$ cat src/rtl/spi_slave_if.sv
// spi_slave_if: SPI mode-0 slave front end, oversampled in the clk domain
//   clk       peripheral clock
//   rst_n     asynchronous active-low reset
//   sclk      SPI serial clock (async, idles low)
//   cs_n      SPI chip select, active low (async)
//   mosi      SPI master-out data
//   miso      SPI master-in data, always driven
//   byte_sync one-cycle pulse when data_in holds a new byte
//   data_in   last fully received byte
//   data_out  response byte shifted out during the following byte
module spi_slave_if #(
    parameter int SYNC_STAGES = 2
) (
    input  logic       clk,
    input  logic       rst_n,
    input  logic       sclk,
    input  logic       cs_n,
    input  logic       mosi,
    output logic       miso,
    output logic       byte_sync,
    output logic [7:0] data_in,
    input  logic [7:0] data_out
);
    typedef enum logic [1:0] {IDLE, ACTIVE, SYNC, LOAD} state_t;
    state_t state;
    logic [SYNC_STAGES-1:0] sclk_q, cs_q, mosi_q;
    logic sclk_d;
    logic [7:0] rx, tx;
    logic [2:0] cnt;
    logic sclk_s, cs_s, mosi_s, rise, fall;
    assign sclk_s = sclk_q[SYNC_STAGES-1];
    assign cs_s   = cs_q[SYNC_STAGES-1];
    assign mosi_s = mosi_q[SYNC_STAGES-1];
    assign rise   = sclk_s & ~sclk_d;
    assign fall   = ~sclk_s & sclk_d;
    always_ff @(posedge clk or negedge rst_n) begin
        if (!rst_n) begin
            sclk_q <= '0;
            cs_q   <= '1;
            mosi_q <= '0;
            sclk_d <= 1'b0;
        end else begin
            sclk_q <= {sclk_q[SYNC_STAGES-2:0], sclk};
            cs_q   <= {cs_q[SYNC_STAGES-2:0], cs_n};
            mosi_q <= {mosi_q[SYNC_STAGES-2:0], mosi};
            sclk_d <= sclk_s;
        end
    end
    // miso is updated together with tx so it always equals tx[7] outside IDLE
    always_ff @(posedge clk or negedge rst_n) begin
        if (!rst_n) begin
            state     <= IDLE;
            miso      <= 1'b0;
            byte_sync <= 1'b0;
            data_in   <= 8'h00;
            rx        <= 8'h00;
            tx        <= 8'h00;
            cnt       <= 3'd0;
        end else begin
            byte_sync <= 1'b0;
            case (state)
                IDLE: begin
                    cnt  <= 3'd0;
                    rx   <= 8'h00;
                    tx   <= 8'h00;
                    miso <= 1'b0;
                    if (!cs_s) state <= ACTIVE;
                end
                ACTIVE: begin
                    // chip select has priority over any coincident sclk edge
                    if (cs_s) begin
                        state <= IDLE;
                        cnt   <= 3'd0;
                        rx    <= 8'h00;
                        tx    <= 8'h00;
                        miso  <= 1'b0;
                    end else if (rise) begin
                        rx  <= {rx[6:0], mosi_s};
                        cnt <= cnt + 3'd1;
                        if (cnt == 3'd7) begin
                            data_in <= {rx[6:0], mosi_s};
                            state   <= SYNC;
                        end
                    end else if (fall && cnt != 3'd0) begin
                        tx   <= {tx[6:0], 1'b0};
                        miso <= tx[6];
                    end
                end
                SYNC: begin
                    byte_sync <= 1'b1;
                    state     <= cs_s ? IDLE : LOAD;
                    if (cs_s) begin
                        tx   <= 8'h00;
                        miso <= 1'b0;
                    end
                end
                LOAD: begin
                    // decoder read fires on byte_sync, so data_out is valid now
                    state <= cs_s ? IDLE : ACTIVE;
                    tx    <= cs_s ? 8'h00 : data_out;
                    miso  <= cs_s ? 1'b0 : data_out[7];
                end
            endcase
        end
    end
endmodule

$ cat config.mk
export PLATFORM = sky130hd
export DESIGN_NAME = spi_slave_if
export DESIGN_NICKNAME = d
export VERILOG_FILES = /design/src/rtl/spi_slave_if.sv
export SDC_FILE = /design/constraint.sdc
export NUM_CORES = 1
export LEC_CHECK = 0
export CORE_ASPECT_RATIO = 1.75
export CORE_MARGIN = 4
export CORE_UTILIZATION = 47
export DETAILED_ROUTE_END_ITERATION = 10
export PLACE_DENSITY = 0.77
export SLEW_MARGIN = 20
export SYNTH_ARGS = -nofsm -noshare
export SYNTH_HDL_FRONTEND = slang
export SYNTH_SLANG_ARGS = --single-unit
$ cat constraint.sdc
create_clock -name clk -period 1.6 [get_ports clk]
set_input_delay 0.32 -clock clk [delete_from_list [all_inputs] [get_ports clk]]
set_output_delay 0.32 -clock clk [all_outputs]
set_load 0.05 [all_outputs]
==> impl_metrics.tcl <==
set metrics [dict create \
    outcome "finished, final reports clean" \
    min_path_type "reg2reg" \
    pwr-share-clk_pct 37.3 \
    power_density_mw_per_mm2 840 \
    yosysMostFrequentCell "dfrtp_1" \
    crit_path_end_kind "flop" \
    boundaryPins 23 \
    synth_top_cell_by_area "dfrtp_1" \
    fin_ws_ps 2.23 \
    r2r_end "data_in[3]$_DFFE_PN0P_" \
    cpPeakStageDelay_ps 410 \
    rows 27 \
    layout.nets 169 \
    synth_fa_ha_area_share_pct 2.46 \
    pwr-share-comb_pct 5.9 \
    initial_utilization_pct 48.5 \
    vias_per_cell 5.48 \
    path_max_fanout 5 \
    start_kind "flop" \
    firstDrtPassIters 3 \
    hold_slack_ps 347 \
    path_cells "ha_2 -> ha_4 -> nor3b_4 -> nand2_2 -> mux2_4" \
    synth_common_cells "dfrtp_1, mux2_2, nand2_1, a22o_1" \
    core_mm2 0.00314 \
    crit_type "reg2reg" \
    p_int_mw 1.28 \
    antenna_found_initial 0 \
    cp_num_cells 5 \
    num_vias 1079 \
    dpl_worst_slack_ps -28.9 \
    die_h_um 83.4 \
    clockRootBuffer "clkbuf_8" \
    switchingPower_mw 0.366 \
    reg2regPathDepth 5 \
    async_flop_share_pct 100 \
    synthCells 120 \
    r2r-start "cnt[1]$_DFFE_PN0P_" \
    postPlaceCellArea_mm2 0.00181 \
    dr.first_iter.drc_count 29 \
    drt-total-wl_um 3110 \
    synth_area_per_cell_um2 12.7 \
    rsz0062_at_grt "yes" \
    grt_max_degree 37 \
    fin_skew_ps 6.73 \
    cts_tree "built" \
    cp.required_ps 1770 \
    synthTopCellsByArea "dfrtp_1, mux2_2, a22o_1, nand2_1, dfstp_2" \
    gp_congestion 0.793 \
    worst_pin_slew_ps 323 \
    finalSetupTns_ps 0 \
    synth-compound-area-share_pct 12.8 \
    synth_mux_area_share_pct 11.1 \
    timing.slew.headroom_pct 78.2 \
    hold_violations 0 \
    syn-cell-area_mm2 0.00153 \
    ys.warnings.count 0 \
    cp_top_family "simple AND/OR/NAND/NOR gates" \
    seqCellArea_um2 903 \
    worst-path-buf-inv 0 \
    cts.sink_count 36 \
    clk_latency_ps 290 \
    fin_crit_ps 1600 \
    drv_slew 0 \
    pwr-share-seq_pct 56.8 \
    fmax_mhz 626 \
    synth-edff-count 0 \
    clk_pin_slew_ps 70 \
    grt.overflow.total 0 \
    cp_slowest_cell "dfrtp_1" \
    ys.flop_type "dfrtp_1" \
    crit_start "cnt[1]$_DFFE_PN0P_" \
    drc 0 \
    grt_pass1_vias 1110 \
    antennaDiodeCount 0 \
    dp_hpwl_um 2000 \
    setup_viol 0 \
    rrSetupSlack_ps 2 \
    multi_input_area_um2 611 \
    fillers 259 \
    swShare_pct 22.2 \
    netlist.area_leader.share_pct 55.8 \
    htreeDepth 2 \
    worst_ep_arrival_time_ps 1770 \
    synth.yosys.seq_area_share_pct 59.2 \
    endpoint "data_in[3]$_DFFE_PN0P_" \
    syn_nets 136 \
    cts_buffer_depth 2 \
    max_cap_viol_count 0 \
    wl_per_cell_um 15.8 \
    die-area_mm2 0.00426 \
    synth_top_family_by_area "compound AO/OA/AOI/OAI gates" \
    ir_drop_mv 0.847 \
    synth_xor_area_share_pct 0 \
    drive_gt1_share_pct 33.1 \
    ant_nets 0 \
    ys_types 29 \
    cts_made_buffers 5 \
    die-width_um 51.1 \
    grt_pass1_wl_um 5090 \
    min_period_over_period_pct 99.9 \
    leakage_nw 0.890 \
    synth-simple-area-share_pct 11.6 \
    area_growth_pct 28.8 \
    place.port_buffers 22 \
    design_area_mm2 0.00196 \
    grt.total_usage_pct 15.9 \
    ys_ff_latch 36 \
]
[logic make-up (layout without fill, tap and decap cells)]
group / Yosys count / in the layout
flops: 36 / 36
fa+ha+maj: 3 / 3
compound gates: 25 / 25
mux: 15 / 15
simple gates: 32 / 33
buf+inv: 9 / 42
[cell type report]
type                    instances  share of cell area [%]
repair buffers                 31                    15.3
inverters                       3                   0.573
flip-flops and latches         36                    46.0
multi-input cells              76                    31.1
well taps                      43                    2.74
clock buffers                   7                    3.89
clock inverters                 1                   0.446
[how the worst min path moves through the flow]
stage	start	depth (start not counted)	slack (ps)	endpoint
final	sclk_q[0]$_DFF_PN0_	0	350	sclk_q[1]$_DFF_PN0_
after global routing	cs_q[0]$_DFF_PN1_	0	360	cs_q[1]$_DFF_PN1_
after CTS	sclk_q[0]$_DFF_PN0_	0	350	sclk_q[1]$_DFF_PN0_
after detailed placement	sclk_q[0]$_DFF_PN0_	0	340	sclk_q[1]$_DFF_PN0_
after global placement	sclk_q[0]$_DFF_PN0_	0	330	sclk_q[1]$_DFF_PN0_
after floorplan	rst_n	0	20	byte_sync$_DFF_PN0_
[layout by cell type (no fill, tap or decap), drive strengths merged, types with 3 or more instances in the layout]
master / instances
a22o: 9
buf: 19
clkbuf: 7
clkdlybuf4s50: 12
dfrtp: 34
ha: 3
inv: 3
mux2: 15
nand2: 18
nand3: 6
o21ai: 3
o221ai: 6
[per-stage QoR]
step,std cells,power (mW),utilization [%]
2_1_floorplan,120,0.985,-
3_3_place_gp,184,1.04,57.5
3_5_place_dp,184,1.05,57.5
4_1_cts,194,1.66,60.6
5_1_grt,197,1.72,62.5
6_report,197,1.65,62.5
[routing by layer]
| layer | vias to the layer above | wire, µm | GRT usage, % |
|---|---|---|---|
| li1 | 499 | - | - |
| met1 | 551 | 1160 | 17.5 |
| met2 | 24 | 1720 | 26.2 |
| met3 | 5 | 166 | 6.10 |
| met4 | 0 | 62 | 7.35 |
| met5 | - | 0 | 0 |
[registers in the layout (all words and copies together), names as in the netlist]
register / count
state: 2
byte_sync: 1
cs_q: 2
sclk_d: 1
data_in: 8
mosi_q: 2
miso: 1
cnt: 3
rx: 7
sclk_q: 2
tx: 7
[power groups by stage]
stage	Sequential, mW	Clock (mW)	Combinational (mW)
final	0.937	0.616	0.0975
after global routing	0.938	0.673	0.108
after CTS	0.936	0.630	0.0953
after detailed placement	0.953	0	0.0943
after global placement	0.953	0	0.0916
after floorplan	0.951	0	0.0340
[timing repair]
item,CTS,global route
endpoints found under the setup margin,8,20
pin swaps,1,2
setup buffers,1,3
hold endpoints to repair,0,0
hold buffers,0,0
gates resized for setup,1,5
gates cloned,1,0
(Power assumes the default switching activity.)
